[src/rtl/rv_pkg.sv]
// rtl/rv_pkg.sv - shared RISC-V opcode, ALU select codes and decode bundle for the ID/EX stage
package rv_pkg;

  localparam int XLEN_DEF   = 32;
  localparam int REG_AW_DEF = 5;

  localparam logic [6:0] OP_R     = 7'b0110011;
  localparam logic [6:0] OP_I     = 7'b0010011;
  localparam logic [6:0] OP_LOAD  = 7'b0000011;
  localparam logic [6:0] OP_STORE = 7'b0100011;

  localparam logic [3:0] ALU_ADD = 4'b0000;
  localparam logic [3:0] ALU_SUB = 4'b1000;
  localparam logic [3:0] ALU_OR  = 4'b0110;
  localparam logic [3:0] ALU_AND = 4'b0111;

  // alusrc=1 selects the immediate as ALU operand 2
  typedef struct packed {
    logic [3:0] sel_alu;
    logic       alusrc;
    logic       reg_we;
    logic       mem_rd;
    logic       mem_wr;
    logic       illegal;
  } ctrl_t;

endpackage

[src/rtl/alu_ctrl_dec.sv]
// rtl/alu_ctrl_dec.sv - combinational opcode/funct decode into ALU select and datapath controls
module alu_ctrl_dec
  import rv_pkg::*;
(
  input  logic [6:0] i_opcode,
  input  logic [2:0] i_funct3,
  input  logic       i_funct7_5,
  output ctrl_t      o_ctrl
);

  // Unknown opcodes and unsupported funct3 fall through to the illegal default, which keeps SEL_ALU at add
  always_comb begin
    o_ctrl         = '0;
    o_ctrl.illegal = 1'b1;
    case (i_opcode)
      OP_R: begin
        case (i_funct3)
          3'b000:  o_ctrl = '{sel_alu: (i_funct7_5 ? ALU_SUB : ALU_ADD), alusrc: 1'b0, reg_we: 1'b1,
                              mem_rd: 1'b0, mem_wr: 1'b0, illegal: 1'b0};
          3'b110:  o_ctrl = '{sel_alu: ALU_OR,  alusrc: 1'b0, reg_we: 1'b1, mem_rd: 1'b0, mem_wr: 1'b0, illegal: 1'b0};
          3'b111:  o_ctrl = '{sel_alu: ALU_AND, alusrc: 1'b0, reg_we: 1'b1, mem_rd: 1'b0, mem_wr: 1'b0, illegal: 1'b0};
          default: ;
        endcase
      end
      OP_I: begin
        // funct7[5] is part of the immediate for addi, so it must not select subtract
        case (i_funct3)
          3'b000:  o_ctrl = '{sel_alu: ALU_ADD, alusrc: 1'b1, reg_we: 1'b1, mem_rd: 1'b0, mem_wr: 1'b0, illegal: 1'b0};
          3'b110:  o_ctrl = '{sel_alu: ALU_OR,  alusrc: 1'b1, reg_we: 1'b1, mem_rd: 1'b0, mem_wr: 1'b0, illegal: 1'b0};
          3'b111:  o_ctrl = '{sel_alu: ALU_AND, alusrc: 1'b1, reg_we: 1'b1, mem_rd: 1'b0, mem_wr: 1'b0, illegal: 1'b0};
          default: ;
        endcase
      end
      OP_LOAD:  o_ctrl = '{sel_alu: ALU_ADD, alusrc: 1'b1, reg_we: 1'b1, mem_rd: 1'b1, mem_wr: 1'b0, illegal: 1'b0};
      OP_STORE: o_ctrl = '{sel_alu: ALU_ADD, alusrc: 1'b1, reg_we: 1'b0, mem_rd: 1'b0, mem_wr: 1'b1, illegal: 1'b0};
      default:  ;
    endcase
  end

endmodule

[src/rtl/id_ex_stage.sv]
// rtl/id_ex_stage.sv - ID/EX pipeline register feeding the ALU; MEM/WB operand forwarding under ID_EX_FWD_EN
module id_ex_stage
  import rv_pkg::*;
#(
  parameter int XLEN   = XLEN_DEF,
  parameter int REG_AW = REG_AW_DEF
) (
  input  logic              CLK,
  input  logic              RST_N,
  input  logic              ID_VALID,
  output logic              ID_READY,
  input  logic [XLEN-1:0]   ID_PC,
  input  logic [XLEN-1:0]   ID_RS1_DATA,
  input  logic [XLEN-1:0]   ID_RS2_DATA,
  input  logic [XLEN-1:0]   ID_IMM,
  input  logic [REG_AW-1:0] ID_RS1_ADDR,
  input  logic [REG_AW-1:0] ID_RS2_ADDR,
  input  logic [REG_AW-1:0] ID_RD_ADDR,
  input  logic [6:0]        ID_OPCODE,
  input  logic [2:0]        ID_FUNCT3,
  input  logic              ID_FUNCT7_5,
  input  logic              FLUSH,
  output logic              EX_VALID,
  input  logic              EX_READY,
  output logic [3:0]        SEL_ALU,
  output logic [XLEN-1:0]   ALU_IN1,
  output logic [XLEN-1:0]   ALU_IN2,
  output logic [XLEN-1:0]   EX_STORE_DATA,
  output logic [XLEN-1:0]   EX_PC,
  output logic [REG_AW-1:0] EX_RD_ADDR,
  output logic              EX_REG_WE,
  output logic              EX_MEM_RD,
  output logic              EX_MEM_WR,
  output logic              EX_ILLEGAL,
  input  logic [REG_AW-1:0] MEM_RD_ADDR,
  input  logic [REG_AW-1:0] WB_RD_ADDR,
  input  logic              MEM_REG_WE,
  input  logic              WB_REG_WE,
  input  logic [XLEN-1:0]   MEM_FWD_DATA,
  input  logic [XLEN-1:0]   WB_FWD_DATA
);

  ctrl_t             w_dec;
  logic              w_load;
  logic [XLEN-1:0]   w_rs1_op;
  logic [XLEN-1:0]   w_rs2_op;

  logic              r_valid;
  ctrl_t             r_ctrl;
  logic [XLEN-1:0]   r_pc;
  logic [XLEN-1:0]   r_rs1_data;
  logic [XLEN-1:0]   r_rs2_data;
  logic [XLEN-1:0]   r_imm;
  logic [REG_AW-1:0] r_rs1_addr;
  logic [REG_AW-1:0] r_rs2_addr;
  logic [REG_AW-1:0] r_rd_addr;

  alu_ctrl_dec u_dec (
    .i_opcode   (ID_OPCODE),
    .i_funct3   (ID_FUNCT3),
    .i_funct7_5 (ID_FUNCT7_5),
    .o_ctrl     (w_dec)
  );

  assign ID_READY = !r_valid || EX_READY;
  assign w_load   = ID_VALID && ID_READY;

  // Pipeline register: reset beats flush, flush beats load, load beats drain; otherwise hold
  always_ff @(posedge CLK) begin
    if (!RST_N) begin
      r_valid    <= 1'b0;
      r_ctrl     <= '0;
      r_pc       <= '0;
      r_rs1_data <= '0;
      r_rs2_data <= '0;
      r_imm      <= '0;
      r_rs1_addr <= '0;
      r_rs2_addr <= '0;
      r_rd_addr  <= '0;
    end else if (FLUSH) begin
      r_valid        <= 1'b0;
      r_ctrl.reg_we  <= 1'b0;
      r_ctrl.mem_rd  <= 1'b0;
      r_ctrl.mem_wr  <= 1'b0;
      r_ctrl.illegal <= 1'b0;
    end else if (w_load) begin
      r_valid    <= 1'b1;
      r_ctrl     <= w_dec;
      r_pc       <= ID_PC;
      r_rs1_data <= ID_RS1_DATA;
      r_rs2_data <= ID_RS2_DATA;
      r_imm      <= ID_IMM;
      r_rs1_addr <= ID_RS1_ADDR;
      r_rs2_addr <= ID_RS2_ADDR;
      r_rd_addr  <= ID_RD_ADDR;
    end else if (r_valid && EX_READY) begin
      r_valid <= 1'b0;
    end
  end

`ifdef ID_EX_FWD_EN
  // Operand bypass: the younger MEM result wins over WB; x0 is hardwired zero and never bypassed
  always_comb begin
    w_rs1_op = r_rs1_data;
    if (MEM_REG_WE && (MEM_RD_ADDR == r_rs1_addr) && (r_rs1_addr != '0))
      w_rs1_op = MEM_FWD_DATA;
    else if (WB_REG_WE && (WB_RD_ADDR == r_rs1_addr) && (r_rs1_addr != '0))
      w_rs1_op = WB_FWD_DATA;
  end

  // Same bypass for rs2, which feeds both ALU operand 2 and store data
  always_comb begin
    w_rs2_op = r_rs2_data;
    if (MEM_REG_WE && (MEM_RD_ADDR == r_rs2_addr) && (r_rs2_addr != '0))
      w_rs2_op = MEM_FWD_DATA;
    else if (WB_REG_WE && (WB_RD_ADDR == r_rs2_addr) && (r_rs2_addr != '0))
      w_rs2_op = WB_FWD_DATA;
  end
`else
  logic w_fwd_unused;

  assign w_rs1_op     = r_rs1_data;
  assign w_rs2_op     = r_rs2_data;
  // Forwarding sources and captured source indices have no consumer without the bypass
  assign w_fwd_unused = ^{MEM_RD_ADDR, WB_RD_ADDR, MEM_REG_WE, WB_REG_WE, MEM_FWD_DATA, WB_FWD_DATA,
                          r_rs1_addr, r_rs2_addr};
`endif

  assign EX_VALID      = r_valid;
  assign SEL_ALU       = r_ctrl.sel_alu;
  assign ALU_IN1       = w_rs1_op;
  assign ALU_IN2       = r_ctrl.alusrc ? r_imm : w_rs2_op;
  assign EX_STORE_DATA = w_rs2_op;
  assign EX_PC         = r_pc;
  assign EX_RD_ADDR    = r_rd_addr;
  assign EX_REG_WE     = r_ctrl.reg_we;
  assign EX_MEM_RD     = r_ctrl.mem_rd;
  assign EX_MEM_WR     = r_ctrl.mem_wr;
  assign EX_ILLEGAL    = r_ctrl.illegal;

endmodule

[config.mk]
export PLATFORM = sky130hd
export DESIGN_NAME = id_ex_stage
export DESIGN_NICKNAME = d
export VERILOG_FILES = /design/src/rtl/rv_pkg.sv /design/src/rtl/alu_ctrl_dec.sv /design/src/rtl/id_ex_stage.sv
export SDC_FILE = /design/constraint.sdc
export NUM_CORES = 1
export LEC_CHECK = 0
export CORE_AREA = 5 5 144 146
export CTS_CLUSTER_DIAMETER = 60
export CTS_CLUSTER_SIZE = 14
export DETAILED_ROUTE_END_ITERATION = 16
export DIE_AREA = 0 0 149 151
export PLACE_DENSITY = 0.69
export SLEW_MARGIN = 25
export SYNTH_ARGS = -nofsm -noshare
export SYNTH_HDL_FRONTEND = slang
export SYNTH_SLANG_ARGS = --single-unit
[constraint.sdc]
create_clock -name CLK -period 3.4 [get_ports CLK]
set_clock_uncertainty 0.1 [all_clocks]
set_input_delay 0.51 -clock CLK [delete_from_list [all_inputs] [get_ports CLK]]
set_output_delay 0.51 -clock CLK [all_outputs]
set_load 0.005 [all_outputs]
# Yosys cells after proc, flatten, opt, wreduce, memory -nomap -nowiden
# Cells that the tools add are included.
[op_classes]
n_reduce_logical = 8
n_eq_ne = 6
bitwise_logic = 2
mux = 7
[ops]
columns = ["op", "n"]
rows = [
  ["9-bit one-hot mux with 4 select lines", 1],
  ["32-bit 2-to-1 mux", 1],
  ["9-bit one-hot mux with 3 select lines", 1],
  ["8-bit one-hot mux with 3 select lines", 1],
  ["7-bit by 6-bit == test with 1-bit output (second input constant)", 2],
  ["7-bit by 2-bit == test with 1-bit output (second input constant)", 1],
  ["7-bit by 5-bit == test with 1-bit output (second input constant)", 1],
  ["3-bit == test (second input constant)", 2],
  ["4-bit 2-to-1 mux", 1],
  ["3-bit zero test", 1],
  ["1-bit logical AND", 2],
  ["1-bit 2-to-1 mux", 2],
  ["1-bit NOT", 2],
  ["2-bit AND reduction", 1],
  ["2-bit nonzero test", 1],
  ["2-bit OR reduction", 1],
  ["1-bit zero test", 1],
  ["1-bit logical OR", 1],
]
[word_totals]
reg_bits = 143
input_bits = 235

# Depth between registers and ports, before layout
[logic_depth]
ltp_word = 4
depth_mapped = 7

# Modules after synthesis
# From an unflattened synthesis, not the netlist that was laid out.
[unflattened]
hier_cells = 680
hier_area_um2 = 6216.0
[modules_own_cells]
columns = ["mod", "area_each_um2", "instances", "cells_each"]
rows = [
  ["id_ex_stage", 6100.9, 1, 662],
  ["alu_ctrl_dec", 115.1, 1, 18],
]

# Worst setup path after synthesis
# OpenSTA, ideal clock, no wires.
[synth_path]
path_kind = "reg2out"
from = "reg r_ctrl[4] (netlist bit)"
to = "out ALU_IN2[10]"
t_arrival_ps = 1062
required_ps = 2790
stages_incl_launch_ff = 4
path_slack_ps = 1728
n_path_buf = 2
path_cell_list = "dfxtp_1 -> clkbuf_1 -> buf_2 -> mux2_2"
[synth_between]
elab_chain_len = 1
[synth_rtl]
columns = ["item", "line", "rtl"]
rows = [
  ["start: declaration", "id_ex_stage.sv:49", "ctrl_t r_ctrl;"],
  ["start signal: assignment", "id_ex_stage.sv:88", "r_ctrl <= w_dec;"],
  ["32-bit 2-to-1 mux", "id_ex_stage.sv:132", "assign ALU_IN2 = r_ctrl.alusrc ? r_imm : w_rs2_op;"],
  ["end: declaration", "id_ex_stage.sv:27", "output logic [XLEN-1:0] ALU_IN2,"],
]
# Every way passes these cells.

# Final worst setup path
[layout_path]
from = "reg r_ctrl[4] (netlist bit)"
to = "out ALU_IN2[28]"
# Same word-level chain as after synthesis.

==> results.cfg <==
[synth]
yosysWarnings = 0
seq_area_frac_synth = 0.487
synth_cell_types = 28
ys_seq_elements = 142
synth_cells = 668
netlist_area_um2 = 5830
syn_nets = 903
syn_area_per_cell_um2 = 8.73

[finish]
nFillCells = 1833
drive_gt1_frac = 0.0805
area_growth_pct = 61.4
antennaDiodeCount = 0
multi_input_comb_area_um2 = 2600
nNetsFinal = 1166
seq_area_um2 = 2840

[timing]
finalSetupTns_ps = 0
setup_viol = 0
max_freq_mhz = 345
finalCriticalPeriod_ps = 2900
relSlewSlack = 0.521
rsz0062_at_grt = false
finalCritPeriodShare = 0.852
slew_viol_final = 0
finalHoldViolations = 0
worst_slew_pin_slew_ps = 718

[critical_path]
criticalPathCategory = flop to output pin
crit_arrival_ps = 2290
timing.rr.start = EX_VALID
crit_end = ALU_IN2[28]
startpoint_type = flop
r2r_setup_slack_ps = 1660
end_kind = output pin
worstRegToRegCells = 5
rr_endpoint = EX_PC[14]
crit_fanout = 24
worstPathRequired_ps = 2790
startpoint = r_ctrl[4]

[routing]
drt-initial-drc-count = 173
vias = 5250
wl_um = 18300
via_per_inst = 4.34
dr.pass1.iters = 5
post-route-drc-count = 0
drtAntennaViolNets = 0
routedWlPerCell_um = 15.2

[pwr]
internal-power_mw = 3.23
clkPwrFrac = 0.448
switchingPower_mw = 1.01
p_leak_nw = 3.39
ir_worst_vdd_uv = 309
power_density_nw_per_um2 = 450
pwr-share-seq = 0.420
power_mw = 4.24
p_comb_frac = 0.132
sw_frac_of_total = 0.238

[die]
die_w_um = 149
num_rows = 51
core_area_um2 = 19300
die-area_um2 = 22500
die_y_um = 151
ios = 378
start_util = 0.303

[clock_network]
cts.htree.levels = 4
clkLatencyLatePin_ps = 410
clock-sinks = 142
cts_tree = done
root_buffer = clkbuf_16
cts_hold_buf = 0
cts-resized-gates = 0
cts.clk_slew.worst_paths_ps = 60
clockBufferDepth = 2
cts-buffers-inserted = 17
post_cts_buffers = 0

[grt]
grt_max_degree = 78
grt_pass1_wl_um = 28000
grt_antenna_before_repair = 0
grt_util_all_layers = 0.157
overflow = 0
first_global_vias = 5136

[worst_hold_path]
whs_path_depth = 2
holdCritPathClass = flop to flop

[flow_run]
maxCapViolCount = 0

[placement]
dpl.hpwl_um = 12800
portBuffers = 291
finalWeightedCongestion = 0.759

[status]
status = completed
-- metal layers --
metal,vias up,GRT usage,wire (um)
li1,2697,-,-
met1,2326,0.188,7820
met2,217,0.251,8150
met3,10,0.0838,2230
met4,0,0.0371,149
met5,-,0,0
-- synthesized netlist by cell type --
cell type / number / area (um2)
or4b_1: 1 / 10.0
nor3_1: 2 / 10.0
or3_1: 1 / 6.26
and2_4: 1 / 8.76
o21ai_0: 1 / 5.00
a21boi_0: 89 / 668
nand2b_1: 2 / 12.5
nand4_1: 3 / 18.8
nand2_1: 274 / 1030
inv_1: 2 / 7.51
nand3_1: 3 / 15.0
mux2_2: 32 / 360
o211ai_1: 1 / 7.51
a21bo_2: 1 / 10.0
and4bb_1: 1 / 12.5
a21boi_1: 47 / 353
buf_6: 5 / 56.3
and3_1: 2 / 12.5
buf_2: 17 / 85.1
buf_4: 7 / 52.6
a21oi_1: 5 / 25.0
dfxtp_1: 142 / 2840
buf_8: 9 / 135
nor2b_1: 1 / 6.26
clkbuf_1: 16 / 60.1
nor2_1: 1 / 3.75
nor3b_2: 1 / 12.5
nand3b_1: 1 / 7.51
-- power by group through the flow --
| stage | sequential (mW) | clock [mW] | combinational [mW] |
|---|---|---|---|
| detailed placement | 1.82 | 0 | 0.566 |
| global placement | 1.81 | 0 | 0.565 |
| finish | 1.78 | 1.90 | 0.558 |
| floorplan | 1.82 | 0 | 0.204 |
| CTS | 1.78 | 1.97 | 0.569 |
| global route | 1.79 | 2.05 | 0.608 |
-- cell type report --
cell class,count,area share
Tap cell,265,0.0352
Timing Repair Buffer,298,0.321
Multi-Input combinational cell,470,0.276
Clock inverter,13,0.0161
Sequential cell,142,0.302
Inverter,2,0.000798
Clock buffer,19,0.0481
-- state kept, by name, summed over array words and instances (netlist names) --
signal and flops:
EX_ILLEGAL 1, EX_REG_WE 1, r_ctrl 1, EX_RD_ADDR 5, EX_MEM_WR 1, ALU_IN1 32
EX_STORE_DATA 32, EX_MEM_RD 1, SEL_ALU 3, EX_VALID 1, EX_PC 32, r_imm 32
-- cells by family (layout without fill, tap and decap cells) --
kind of cell,Yosys count,count (layout),synth area share
compound gates,144,144,0.183
mux,32,32,0.0618
simple gates,294,294,0.200
buf+inv,56,332,0.0680
flops,142,142,0.487
-- through the flow --
step	setup WS [ps]	util	std cells	instance area, um2	hold slack [ps]
detailed placement	861	0.457	1177	8810	344
global placement	877	0.457	1177	8810	339
global route	368	0.488	1209	9410	367
finish	502	0.488	1209	9410	350
CTS	424	0.488	1209	9410	353
floorplan	1730	-	668	5830	332
-- worst max-delay path, stage by stage, from the launching register on --
cell and delay, ps:
dfxtp_2 740, buf_4 310, mux2_2 350, clkdlybuf4s50_1 470
-- worst min-delay path by stage --
stage / from / end / slack [ps]
after floorplan: r_imm[0] / r_imm[0] / 330
after global placement: r_imm[2] / r_imm[2] / 340
after detailed placement: ALU_IN1[31] / ALU_IN1[31] / 340
after CTS: ALU_IN1[31] / ALU_IN1[31] / 350
after global routing: ALU_IN1[10] / ALU_IN1[10] / 370
final: r_imm[0] / r_imm[0] / 350
-- placed cells by master (no fill, tap or decap), drive strengths merged --
master and n:
o21ai 1, nand4 3, a21oi 5, nand2b 2
nor2b 1, and4bb 1, nand2 274, mux2 32
and3 2, nor3b 1, nand3 3, nor2 1
o211ai 1, inv 6, a21bo 1, clkinv 3
nand3b 1, or3 1, and2 1, nor3 2
dfxtp 142, a21boi 136, bufinv 2, clkdlybuf4s50 290
clkbuf 19, or4b 1, clkinvlp 4, buf 8
Power figures use the tool's default switching activity.
==> edit 1 (same flow settings) <==
Change the package constant `XLEN_DEF` from 32 to 36.
--- a/src/rtl/rv_pkg.sv
+++ b/src/rtl/rv_pkg.sv
@@ -3,3 +3,3 @@
 
-  localparam int XLEN_DEF   = 32;
+  localparam int XLEN_DEF   = 36;
   localparam int REG_AW_DEF = 5;
Interface: changed (10 resized); port bits go from 378 to 418. The function was not compared with the original's and may differ.
==> edit 1 against the unedited design <==
Routed wire length is 12% higher. Worst setup slack better by 8.6 ps. Utilization grew 4.8 points. Total power up 8.0%. Register-to-register slack better by 90 ps. Sequential cell count increased by 16. Global-route usage is 1.8 points higher. Synthesized area rose by 9.8%. Non-clock buffer count grew 33. Final area rose by 9.8%. Critical path type unchanged. Largest cell class unchanged.
==> edit 1: results (changes against the unedited design) <==
Global routing:
- The total global routing track utilization was 17.5% (+1.8 points).
- The pin count of the biggest net entering global routing is 89 (+14%).
- The met1 global-route usage is 21.2% (+2.4 points).
- The met3 routing resource usage after global routing came to 8.89% (+0.51 points).
- The met2 global-route usage came to 28.2% (+3.2 points).
- The via count of the first global-routing pass was 5,654 (+10%).
- The first-pass GRT wire length is 31,000 um (+11%).

CTS:
- The clock-pin transition on the worst setup and hold timing paths was 60 ps (about the same).
- The number of gates resized after CTS is 0 (unchanged).
- The H-tree depth reported by CTS was 4 (unchanged).
- The CTS buffer count was 17 (unchanged).

Worst setup path:
- The largest fanout on the critical path is 21 (-13%).
- The critical path startpoint is r_ctrl[4]$_SDFFE_PN0P_.
- The minimum setup slack among reg-to-reg paths was 1750 ps (+90 ps).
- The reg-to-reg critical path endpoint is r_imm[7]$_SDFFE_PN0P_.
- The slowest cell on the critical path is dfxtp_2.

Synthesis:
- The synthesized net count came to 1,001 (+11%).
- The register area share after synthesis is 49.4% (+0.65 points).
- By count the netlist is led by nand2_1 (308), dfxtp_1 (158), a21boi_1 (80).
- The share of the synthesized area in compound gates (AO/OA/AOI/OAI) is 18.3% (about the same).
- The share of synthesized cell area in full adder, half adder and majority cells was 0% (unchanged).
- The async set-or-reset flop fraction in the synthesized netlist is 0% (unchanged).
- The multiplexer area fraction after synthesis is 6.33% (+0.15 points).
- For this run, the leading register cell type out of synthesis is dfxtp_1.
- After synthesis, the cell types taking the most area are dfxtp_1 (49%), nand2_1 (18%), a21boi_1 (9.4%).

STA:
- The transition time at the pin with the least slew margin came to 627 ps (-90.6 ps).

Route:
- The first-pass detailed-route iteration total came to 4 (-1).
- The DRC marker count from the first detailed-route iteration is 255 (+47%).
- The met2 wirelength from detailed routing was 9260 um (+14%).
- The met3 wirelength from detailed routing is 2430 um (+8.8%).
- The top metal layer carrying routed signals is met4.
- The routed length per instance came to 15.6 um (+3.0%).
- The met1 wire length came to 8660 um (+11%).
- The ratio of routed vias to standard cells is 4.48 (+3.2%).

Min path:
- The worst hold path terminates at ALU_IN1[26]$_SDFFE_PN0P_.
- The start point of the worst min-delay path is ALU_IN1[26]$_SDFFE_PN0P_.

Run status:
- The run finished with clean final reports.

Cells and area:
- The count of filler cells inserted in the layout was 1,822 (-0.60%).
- The share of cells above drive strength 1 was 7.66% (-0.40 points).
- The final-stage net count came to 1,292 (+11%).

Power:
- The leakage power is 3.75 nW (+11%).
- The total net switching power is 1.07 mW (+5.5%).
- The maximum ir drop on the vdd rail is 313 uV (+1.3%).

Placement:
- The placer congestion estimate is 0.771 (+1.5%).
- The quantity of I/O buffers inserted on ports came to 323 (+11%).
- The total half-perimeter wirelength after legalization and detailed placement is 14,400 um (+13%).
[edit 1: worst max path at each step]
stage             endpoint  slack [ps]
2_1_floorplan  ALU_IN2[10]        1740
3_3_place_gp    ALU_IN2[1]         900
3_5_place_dp    ALU_IN2[1]         920
4_1_cts         ALU_IN2[1]         430
5_1_grt         ALU_IN2[1]         380
6_report        ALU_IN2[1]         510
[edit 1: power by group through the flow]
| stage | registers (mW) | logic [mW] | clock network (mW) |
|---|---|---|---|
| 2_1_floorplan | 2.02 | 0.220 | 0 |
| 3_3_place_gp | 2.02 | 0.625 | 0 |
| 3_5_place_dp | 2.02 | 0.627 | 0 |
| 4_1_cts | 1.98 | 0.632 | 2.04 |
| 5_1_grt | 1.99 | 0.677 | 2.13 |
| 6_report | 1.98 | 0.621 | 1.97 |
[edit 1: cell families (layout without fill, tap and decap cells)]
family,after synthesis,after routing
AO/OA/AOI/OAI,158,158
buffers and inverters,60,363
multiplexers,36,36
flip-flops,158,158
AND/OR/NAND/NOR,330,330
[edit 1: cell type report]
class	instances	area, um2	area share, %
Tap cell	265	332	3.21
Clock inverter	12	160	1.55
Multi-Input combinational cell	524	2900	28.0
Timing Repair Buffer	331	3340	32.3
Inverter	1	3.75	0.0363
Clock buffer	19	443	4.28
Sequential cell	158	3160	30.6
[edit 1: through the flow]
stage | cell area [um2] | hold slack, ps | cells | setup slack [ps] | total power [mW]
after floorplan | 6400 | 332 | 742 | 1740 | 2.24
after global placement | 9740 | 339 | 1279 | 904 | 2.64
after global routing | 10300 | 370 | 1310 | 384 | 4.80
after CTS | 10300 | 353 | 1310 | 432 | 4.65
final | 10300 | 349 | 1310 | 510 | 4.58
after detailed placement | 9740 | 345 | 1279 | 915 | 2.65
==> edit 2 (same flow settings) <==
Without the edit above. Make the reset (`RST_N`) asynchronous in one clocked block.
--- a/src/rtl/id_ex_stage.sv
+++ b/src/rtl/id_ex_stage.sv
@@ -68,3 +68,3 @@
   // Pipeline register: reset beats flush, flush beats load, load beats drain; otherwise hold
-  always_ff @(posedge CLK) begin
+  always_ff @(posedge CLK or negedge RST_N) begin
     if (!RST_N) begin
Check against the original RTL: differs if RST_N is asserted again (counterexample within 4 cycles, from zero or initial values and one cycle with RST_N low); with RST_N held inactive, the same outputs for 4 cycles.
==> edit 2 against the unedited design <==
Final area up 1.1%. Highest routed layer unchanged. Worst setup slack improved by 58 ps. Largest cell class is now sequential cells. Synthesized area shrank 0.77%. Routed wire length decreased by 13%. Sequential cell count stayed put. Critical path depth is the same. Critical endpoint is now ALU_IN2[25].
Power is not compared: it rests on default switching activity, and its combinational part moved more than twofold at a synthesized area within 25%.
==> edit 2: results (changes against the unedited design) <==
Global routing:
- The total global routing track utilization came to 14.3% (-1.4 points).
- The pin count of the biggest net entering global routing was 77 (-1.3%).
- The via count of the first global-routing pass is 4,657 (-9.3%).
- The first-pass GRT wire length was 25,400 um (-9.5%).

Power:
- IR analysis of the VDD net gives a maximum drop of between 300 and 400 uV.
- The power after layout is 5.04 mW.

Route:
- The first-pass detailed-route iteration total came to 4 (-1).
- The routed length per instance came to 17.2 um (+13%).
- The DRC marker count from the first detailed-route iteration came to 98 (-43%).
- The ratio of routed vias to standard cells is 4.35 (+0.22%).
- The total via count in the routed design is 4,056 (-23%).

Cells and area:
- The final-stage net count is 890 (-24%).
- The count of filler cells inserted in the layout is 1,703 (-7.1%).
- From synthesis to final layout, the design area changed by 64.4%.

Synthesis:
- The async set-or-reset flop fraction in the synthesized netlist is 100% (+100 points).
- Sorting the synthesized cells by how often they occur yields mux2_2 (151), dfrtp_1 (142), mux2_1 (16).
- The synthesized instance count was 361 (-46%).
- In the synthesized netlist the dominant register cell turns out to be dfrtp_1.
- By area the synthesized netlist is led by dfrtp_1 (61%), mux2_2 (29%), mux2_1 (3.1%).
- The register area share after synthesis is 61.4% (+13 points).

Min path:
- The endpoint of the worst hold-timing path is EX_PC[8]$_DFFE_PN0P_.
- The count of cells along the worst hold path is 1 (-1).

Worst setup path:
- The critical path starts at r_ctrl[4]$_DFFE_PN0P_.
- The launching point of the worst reg2reg path is EX_VALID$_DFFE_PN0P_.
- The endpoint arrival time on the critical path was 2230 ps (-60 ps).
- The end of the critical path is ALU_IN2[25].
- The largest fanout on the critical path is 23 (-4.2%).
- The minimum setup slack among reg-to-reg paths was 1600 ps (-60 ps).

Placement:
- The post-placement cell count is 900 (-24%).
- The placer congestion estimate is 0.760 (about the same).
- The total half-perimeter wirelength after legalization and detailed placement is 12,100 um (-5.2%).
- The post-place instance area came to 8970 um2 (+1.8%).
- The worst slack at placement is 909 ps (+48.2 ps).

STA:
- The tightest hold margin is 387 ps (+37.8 ps).
- The transition time at the pin with the least slew margin came to 553 ps (-165 ps).
- The minimum clock period after layout was 2840 ps (-57.9 ps).

CTS:
- The count of hold buffers inserted by post-cts repair is 1 (+1).

Run status:
- The run finished with clean final reports.
[edit 2: cells by family (layout without fill, tap and decap cells)]
group           after synthesis  in the layout  share of synthesized area, %
buf+inv                      25            331                          2.75
simple gates                 17             17                          1.82
flops                       142            142                          61.4
compound gates               10             10                          1.56
mux                         167            167                          32.5
[edit 2: layer usage]
| metal | vias up | share of wire [%] | track usage [%] |
|---|---|---|---|
| li1 | 1883 | - | - |
| met1 | 1980 | 38 | 16.0 |
| met2 | 175 | 51 | 24.8 |
| met3 | 18 | 10 | 6.67 |
| met4 | 0 | 1.2 | 3.94 |
| met5 | - | 0 | 0 |
[edit 2: cell type report]
class	instances	area share (%)
Tap cell	265	3.49
Clock buffer	20	4.69
Sequential cell	142	37.4
Timing Repair Buffer	298	31.6
Inverter	2	0.0789
Clock inverter	11	0.907
Multi-Input combinational cell	194	21.9
[edit 2: worst max-delay path, cell delays in order (launching register included)]
cell,delay [ps]
dfrtp_2,710
buf_4,270
mux2_2,360
clkdlybuf4s50_1,450
